### config.mk
export PLATFORM = sky130hd
export DESIGN_NAME = cap_bank_sequencer
export DESIGN_NICKNAME = d
export VERILOG_FILES = /design/src/rtl/cap_bank_sequencer_pkg.sv /design/src/rtl/cap_seq_timer.sv /design/src/rtl/cap_bank_sequencer.sv
export SDC_FILE = /design/constraint.sdc
export NUM_CORES = 1
export LEC_CHECK = 0
export CORE_UTILIZATION = 31
export DETAILED_ROUTE_END_ITERATION = 8
export PLACE_DENSITY_LB_ADDON = 0.2
export SLEW_MARGIN = 10
export SYNTH_ARGS = -nofsm -noshare
export SYNTH_HDL_FRONTEND = slang
export SYNTH_SLANG_ARGS = --single-unit
export TNS_END_PERCENT = 20
### constraint.sdc
create_clock -name clk500kHz -period 1.85 [get_ports clk500kHz]
set_input_delay 0.37 -clock clk500kHz [delete_from_list [all_inputs] [get_ports clk500kHz]]
set_output_delay 0.37 -clock clk500kHz [all_outputs]
set_load 0.02 [all_outputs]
### src/rtl/cap_bank_sequencer_pkg.sv
// Shared definitions for the capacitor-bank sequencer: default sizing,
// FSM state encodings and the FSM state type.
package cap_bank_sequencer_pkg;

    localparam int DEF_NBANK       = 4;
    localparam int DEF_DEAD_CYCLES = 8;
    localparam int DEF_STEP_CYCLES = 16;
    localparam int DEF_HOLD_CYCLES = 64;
    localparam int DEF_CNT_W       = 8;

    localparam logic [2:0] ENC_IDLE   = 3'd0;
    localparam logic [2:0] ENC_BREAK  = 3'd1;
    localparam logic [2:0] ENC_DEAD   = 3'd2;
    localparam logic [2:0] ENC_MAKE   = 3'd3;
    localparam logic [2:0] ENC_SETTLE = 3'd4;
    localparam logic [2:0] ENC_HOLD   = 3'd5;
    localparam logic [2:0] ENC_FAULT  = 3'd6;

    typedef enum logic [2:0] {
        ST_IDLE   = ENC_IDLE,
        ST_BREAK  = ENC_BREAK,
        ST_DEAD   = ENC_DEAD,
        ST_MAKE   = ENC_MAKE,
        ST_SETTLE = ENC_SETTLE,
        ST_HOLD   = ENC_HOLD,
        ST_FAULT  = ENC_FAULT
    } fsm_t;

endpackage

### src/rtl/cap_seq_timer.sv
// Loadable down-counter used for the dead, settle and hold intervals.
// Load wins over enable; the count stops at zero.
module cap_seq_timer #(
    parameter int CNT_W = 8
) (
    input  logic             clk_i,
    input  logic             rst_n_i,
    input  logic             load_i,
    input  logic [CNT_W-1:0] load_val_i,
    input  logic             en_i,
    output logic             zero_o
);

    logic [CNT_W-1:0] count_q;
    logic [CNT_W-1:0] count_d;

    // Next count: load, else decrement while enabled and non-zero.
    always_comb begin
        count_d = count_q;
        if (load_i) begin
            count_d = load_val_i;
        end else if (en_i && (count_q != '0)) begin
            count_d = count_q - CNT_W'(1);
        end
    end

    // Count register with synchronous active-low reset.
    always_ff @(posedge clk_i) begin
        if (!rst_n_i) begin
            count_q <= '0;
        end else begin
            count_q <= count_d;
        end
    end

    assign zero_o = (count_q == '0);

endmodule

### src/rtl/cap_bank_sequencer.sv
// Capacitor-bank sequencer: opens removed banks first, waits a dead time,
// closes added banks one per step with settle gaps, then holds off further
// changes for a minimum time. A level fault forces all banks open and
// latches until cleared with the fault input low.
module cap_bank_sequencer
    import cap_bank_sequencer_pkg::*;
#(
    parameter int NBANK       = DEF_NBANK,
    parameter int DEAD_CYCLES = DEF_DEAD_CYCLES,
    parameter int STEP_CYCLES = DEF_STEP_CYCLES,
    parameter int HOLD_CYCLES = DEF_HOLD_CYCLES,
    parameter int CNT_W       = DEF_CNT_W
) (
    input  logic             clk500kHz,
    input  logic             rst_n,
    input  logic             req_valid,
    input  logic [NBANK-1:0] req_state,
    output logic             req_ready,
    input  logic             fault,
    input  logic             fault_clr,
    output logic [NBANK-1:0] state,
    output logic             busy,
    output logic             done,
    output logic             fault_latched,
    output logic [2:0]       dbg_fsm_o
);

    // Handshake: a request transfers on a posedge where req_valid and
    // req_ready are both high; req_ready is high only in IDLE, so a
    // requester must keep req_valid and req_state stable until then.

    fsm_t             fsm_q, fsm_d;
    logic [NBANK-1:0] state_q, state_d;
    logic [NBANK-1:0] target_q, target_d;
    logic             done_q, done_d;

    logic             tmr_load;
    logic [CNT_W-1:0] tmr_load_val;
    logic             tmr_en;
    logic             tmr_zero;

    logic [NBANK-1:0] add_bits;
    logic [NBANK-1:0] low_bit;

    // Banks still to be closed, and the lowest-index one of them.
    assign add_bits = target_q & ~state_q;
    assign low_bit  = add_bits & (~add_bits + NBANK'(1));

    cap_seq_timer #(
        .CNT_W(CNT_W)
    ) u_timer (
        .clk_i     (clk500kHz),
        .rst_n_i   (rst_n),
        .load_i    (tmr_load),
        .load_val_i(tmr_load_val),
        .en_i      (tmr_en),
        .zero_o    (tmr_zero)
    );

    // Next-state logic; a fault overrides every normal transition.
    always_comb begin
        fsm_d        = fsm_q;
        state_d      = state_q;
        target_d     = target_q;
        done_d       = 1'b0;
        tmr_load     = 1'b0;
        tmr_load_val = '0;
        tmr_en       = 1'b0;
        if (fault) begin
            fsm_d    = ST_FAULT;
            state_d  = '0;
            target_d = '0;
        end else begin
            case (fsm_q)
                ST_IDLE: begin
                    if (req_valid) begin
                        target_d = req_state;
                        if (req_state == state_q) begin
                            done_d = 1'b1;
                        end else if ((state_q & ~req_state) != '0) begin
                            fsm_d = ST_BREAK;
                        end else begin
                            fsm_d = ST_MAKE;
                        end
                    end
                end
                ST_BREAK: begin
                    state_d      = state_q & target_q;
                    tmr_load     = 1'b1;
                    tmr_load_val = CNT_W'(DEAD_CYCLES - 1);
                    fsm_d        = ST_DEAD;
                end
                ST_DEAD, ST_SETTLE: begin
                    if (!tmr_zero) begin
                        tmr_en = 1'b1;
                    end else if (add_bits != '0) begin
                        fsm_d = ST_MAKE;
                    end else begin
                        tmr_load     = 1'b1;
                        tmr_load_val = CNT_W'(HOLD_CYCLES - 1);
                        fsm_d        = ST_HOLD;
                    end
                end
                ST_MAKE: begin
                    state_d      = state_q | low_bit;
                    tmr_load     = 1'b1;
                    tmr_load_val = CNT_W'(STEP_CYCLES - 1);
                    fsm_d        = ST_SETTLE;
                end
                ST_HOLD: begin
                    if (!tmr_zero) begin
                        tmr_en = 1'b1;
                    end else begin
                        done_d = 1'b1;
                        fsm_d  = ST_IDLE;
                    end
                end
                ST_FAULT: begin
                    if (fault_clr) begin
                        fsm_d = ST_IDLE;
                    end
                end
                default: begin
                    fsm_d   = ST_IDLE;
                    state_d = '0;
                end
            endcase
        end
    end

    // State register; reset returns everything to the idle, all-open state.
    always_ff @(posedge clk500kHz) begin
        if (!rst_n) begin
            fsm_q    <= ST_IDLE;
            state_q  <= '0;
            target_q <= '0;
            done_q   <= 1'b0;
        end else begin
            fsm_q    <= fsm_d;
            state_q  <= state_d;
            target_q <= target_d;
            done_q   <= done_d;
        end
    end

    assign state         = state_q;
    assign done          = done_q;
    assign req_ready     = (fsm_q == ST_IDLE);
    assign busy          = (fsm_q != ST_IDLE) && (fsm_q != ST_FAULT);
    assign fault_latched = (fsm_q == ST_FAULT);
    assign dbg_fsm_o     = fsm_q;

endmodule
# Word level (Yosys, flattened, before mapping)
# Cells that the tools add are included.
# totals
reg_bits	20
inputBits	9
out_inout_bits	11
word_cells	79
# classes
n_addsub	2
eq_ne	18
muxes	27
n_bitwise	9
n_reduce_logical	17
# ops
operator	n
$mux W3	7
$mux W6	3
$pmux W3 S6	1
$pmux W6 S3	1
$and A4 B4 Y4	4
$mux W8	2
$ne A3 B3 Y1 const B	5
$not A4 Y4	3
$pmux W4 S3	1
$ne A2 B2 Y1 const B	5
$reduce_and A5 Y1	2
$eq A3 B3 Y1 const B	3
$mux W1	9
$logic_not A8 Y1	1
$reduce_bool A4 Y1	2
$reduce_bool A8 Y1	1
$sub A8 B1 Y8 const B	1
$eq A3 B2 Y1 const B	2
$reduce_or A2 Y1	3
$reduce_or A5 Y1	1
$add A4 B1 Y4 const B	1
$eq A4 B4 Y1	1
$or A4 B4 Y4	1
$pmux W1 S2	2
other kinds (10)	11

# Logic depth before layout (Yosys ltp)
# logic_depth
depth_word	8
depth_mapped	6
mapped_depth_nobuf	6

# Cells and area by module
# A second synthesis with hierarchy kept.
# hier_totals
hier_cells	165
hier_area_um2	1397.6
# by_module_without_submodules
mod	instances	cells_per_inst	area_each_um2
cap_bank_sequencer	1	107	889.6
cap_seq_timer	1	58	508.0

# Worst setup path before layout
# OpenSTA, ideal clock, no wires.
# synth_path
kind	register to register
startpoint	register fsm_q[0], in the netlist dbg_fsm_o[0]
endpoint	register fsm_q[1], in the netlist dbg_fsm_o[1]
setup_time_ps	91
arrival_ps	1861
required_time_ps	1759
path_slack_ps	-102
stages_incl_launch_ff	6
path_buffers	1
synth_period_minus_slack_ps	1952
cell_sequence	dfxtp_1 > buf_2 > nor3_1 > o21ai_1 > and3_1 > a311oi_1
# synth_between
elab_cells_between_ends	16
cone_classes	eq/ne: 11; mux: 2; reduce/logical: 3
# synth_rtl
item	line_no	rtl
start, declared	cap_bank_sequencer.sv:32	fsm_t fsm_q, fsm_d;
start signal, assigned	cap_bank_sequencer.sv:139	fsm_q <= fsm_d;
$logic_not A3 Y1 (*)	--	
net req_ready	cap_bank_sequencer.sv:18	output logic req_ready,
$ne A3 B3 Y1 (no line), or another cell as far along	--	
$reduce_and A5 Y1 (no line) / $mux W3 (equally long branches)	--	
# Mark *: on every way through the listed nets, which the timed path passes. The rest lies on a longest branch.
# A chain may end at the register's enable or synchronous reset.

# Worst setup path in the final report
# layout_path
startpoint	register u_timer.count_q[1]
endpoint	register u_timer.count_q[7]
# layout_between
elab_chain_len	6
elab_cells_between_ends	13
cone_classes	add/sub: 1; mux: 8; reduce/logical: 4
# layout_lines
item	line_no	rtl
start, declared	cap_seq_timer.sv:14	logic [CNT_W-1:0] count_q;
start signal, assigned	cap_seq_timer.sv:32	count_q <= count_d;
parallel branches: the longest is 6 deep, another holds $sub A8 B1 Y8	--	
# Several ways; the timed one is not identified. The select of a mux whose other input is x is not followed.

==> metrics.md <==
| Metric | Value |
|---|---|
| First-pass GRT wire length | 5326 µm |
| Max-cap violation count | 0 |
| CP endpoint kind | flip-flop |
| Finished Core Util | 0.4701 |
| Most frequent cells in the layout | buf_4, dfxtp_1, clkdlybuf4s50_1, inv_1, nor2_1 |
| Tmin final | 1.826 ns |
| FMAX | 0.5476 GHz |
| CP Depth | 7 |
| Fillers | 349 |
| Clock Tree Root | clkbuf_8 |
| Initial antenna violation count | 0 |
| Clock-pin slew on the worst setup and hold paths | 0.08 ns |
| Worst Setup SP | u_timer.count_q[1] |
| Clock buffer count from CTS | 3 |
| Commonest non-fill, non-tap cell in the layout | buf_4 |
| CP Buf/Inv Count | 2 |
| Core box area | 3771 µm² |
| Cell Area, Placed | 1650 µm² |
| Synth Warn # | 0 |
| Clk sinks | 20 |
| P_leak | 0.7640 nW |
| Worst path required time | 2.00 ns |
| Reg-to-Reg Start | u_timer.count_q[1] |
| CTS tree | done |
| IO Pins | 20 |
| Die H | 65.72 µm |
| Pwr/cell area | 1440 nW/µm² |
| Area growth, synth to finish | 40.85% |
| Vias per Instance | 5.397 |
| Tcrit/Tclk final | 0.9872 |
| Avg Synthesized Cell Area | 8.802 µm² |
| Mapped Nets | 157 |
| Sequential fraction of the synthesis area | 0.3181 |
| Final std cells w/o fill | 232 |
| Placed Instances | 226 |
| Global-route congestion overflow total | 0 |
| Htree depth | 1 |
| CTS Buffer Depth | 2 |
| EDFF count, synth | 0 |
| First-pass DRT Iterations | 4 |
| Post-synthesis cell count | 143 |
| Mapped Area | 1259 µm² |
| DRC violations left | 0 |
| N_diodes | 0 |
| R2R depth | 7 |
| Ys async rst share | 0 |
| Nets | 199 |
| RSZ-0062 raised after global routing | yes |
| Critical Path AT | 1.98 ns |
| Startpoint Class | flip-flop |
| Crit path kind | reg2reg |
| Final WL | 3409 µm |
| Max FO, Critical Path | 5 |
| Hold Violations, Final | 0 |
| Slowest-stage cell, CP | o41ai_4 |
| Yosys cell types | 50 |
| Clk Latency, worst-skew pair | 0.26 ns |
| Detailed Place HPWL | 2455 µm |
| Seq cells post-synth | 20 |
| Final Cell Area | 1773 µm² |
| Final setup skew | 0.004536 ns |
| Die Footprint | 4319 µm² |
| Via Count | 1,252 |
| Port-buffer cells | 19 |
| Die width | 65.72 µm |
| Worst-path cell chain | inv_2 -> ha_4 -> nor4b_4 -> nand2_4 -> o41ai_4 -> buf_4 -> a211oi_2 |
| VDD IR max | 0.0004521 V |
| Most common flop cell mapped by yosys | dfxtp_1 |
| Per-cell routed wire length | 14.69 µm |
| Max Slew Vio Count | 0 |
| Final ANT Viol Nets | 0 |
| Max-slew headroom | 0.6617 |
| Initial core utilization | 0.3338 |
| Layout cell share with drive strength beyond 1 | 0.2935 |
| Worst stage delay on the critical path | 0.49 ns |
| GRT Total Usage | 0.1590 |
| Reg2Reg Setup Slack | 0.02 ns |
| Drt initial violations | 54 |
| Reg-to-Reg End | u_timer.count_q[7] |
| Largest net degree at the start of global routing | 15 |
| Hold Path Class | in2reg |
| RePlAce Congestion | 0.8427 |
| Vias in the first global route | 1,115 |
| Setup violators final | 0 |
| Rows | 22 |
| Setup crit end | u_timer.count_q[7] |
| CP top delay family | compound AO/OA/AOI/OAI gates |
| Worst Tran Pin Value | 0.5070 ns |
| Status | finished, final reports clean |
==> metal layers <==
metal	track usage	routed length, µm	vias to the layer above
met5	0	0	-
met4	0.02446	29	0
met3	0.04167	152	6
li1	-	-	625
met2	0.2538	1625	28
met1	0.2157	1602	593
==> what timing repair did <==
action	CTS	global route
pin swaps	2	5
hold buffers	0	0
resized for setup	6	15
setup buffers	0	2
endpoints found under the setup margin	7	8
==> metrics by stage <==
stage               hold WS [ns]  worst slack [ns]  TNS (ns)  power [mW]
floorplan                 0.4853          0.004306         0       1.560
global placement          0.5001           -0.2954   -0.7042       2.055
detailed placement        0.5121           -0.3232   -0.8555       2.064
CTS                       0.5259          -0.03491  -0.03491       2.406
global route              0.4172          -0.07440   -0.1725       2.726
finish                    0.3795           0.02369         0       2.553
==> final cells by class <==
| type | instances | area [µm²] | area share |
|---|---|---|---|
| Clock buffer | 4 | 55.05 | 0.03105 |
| Inverter | 13 | 48.80 | 0.02752 |
| Multi-Input combinational cell | 105 | 835.8 | 0.4714 |
| Sequential cell | 20 | 404.1 | 0.2279 |
| Tap cell | 48 | 60.06 | 0.03387 |
| Timing Repair Buffer | 42 | 369.1 | 0.2082 |
==> flip-flops by register name, indices dropped and copies added, names as in the netlist <==
signal,count
done,1
u_timer.count_q,8
dbg_fsm_o,3
target_q,4
state,4
==> Yosys cell counts, types with 2 or more instances <==
| cell | instances | share of area |
|---|---|---|
| dfxtp_1 | 20 | 0.32 |
| nand2b_1 | 6 | 0.030 |
| o21ai_0 | 5 | 0.020 |
| o2bb2ai_1 | 2 | 0.014 |
| ha_1 | 5 | 0.050 |
| nor3_2 | 2 | 0.016 |
| o21ai_1 | 2 | 0.0080 |
| nor2_1 | 11 | 0.033 |
| a31oi_1 | 4 | 0.020 |
| a311oi_1 | 2 | 0.014 |
| mux2i_1 | 6 | 0.048 |
| nor4_1 | 2 | 0.0099 |
| a21oi_1 | 9 | 0.036 |
| a211oi_1 | 6 | 0.036 |
| nand4_1 | 2 | 0.0099 |
| inv_1 | 13 | 0.039 |
| nor2b_1 | 2 | 0.0099 |
| nand2_1 | 4 | 0.012 |
| buf_2 | 2 | 0.0080 |
| o2111ai_1 | 3 | 0.021 |
| buf_1 | 2 | 0.0060 |
| nor3_1 | 3 | 0.012 |
| or4_1 | 2 | 0.012 |
| and3_1 | 2 | 0.0099 |
==> where the power goes <==
part,internal (mW),switching [mW]
combinational,0.778,0.783
clock,0.190,0.154
sequential,0.526,0.122
==> worst min path at each step <==
| stage | startpoint | endpoint | slack (ns) | cells past startpoint |
|---|---|---|---|---|
| after floorplan | u_timer.count_q[7] | u_timer.count_q[7] | 0.49 | 2 |
| after global placement | u_timer.count_q[7] | u_timer.count_q[7] | 0.50 | 2 |
| after detailed placement | u_timer.count_q[7] | u_timer.count_q[7] | 0.51 | 2 |
| after CTS | u_timer.count_q[7] | u_timer.count_q[7] | 0.53 | 2 |
| after global routing | req_state[1] | target_q[1] | 0.42 | 3 |
| final | req_state[1] | target_q[1] | 0.38 | 3 |
==> cell families (layout without fill, tap and decap cells) <==
family	after synthesis	count (layout)	share of synthesized area
DFF	20	20	0.3181
and+or+nand+nor	48	48	0.2425
xor gates and xnor gates	1	1	0.006960
adders and majority gates	5	5	0.04970
muxes	7	7	0.05666
AOI/OAI and AO/OA	44	44	0.2704
buffers and inverters	18	59	0.05567
==> worst reg2reg max path, cell delays in order (launching register included) <==
cell and delay [ns]:
dfxtp_2 0.34, inv_2 0.07, ha_4 0.13, nor4b_4 0.33
nand2_4 0.11, o41ai_4 0.49, buf_4 0.21, a211oi_2 0.03
Power figures use the tool's default switching activity.
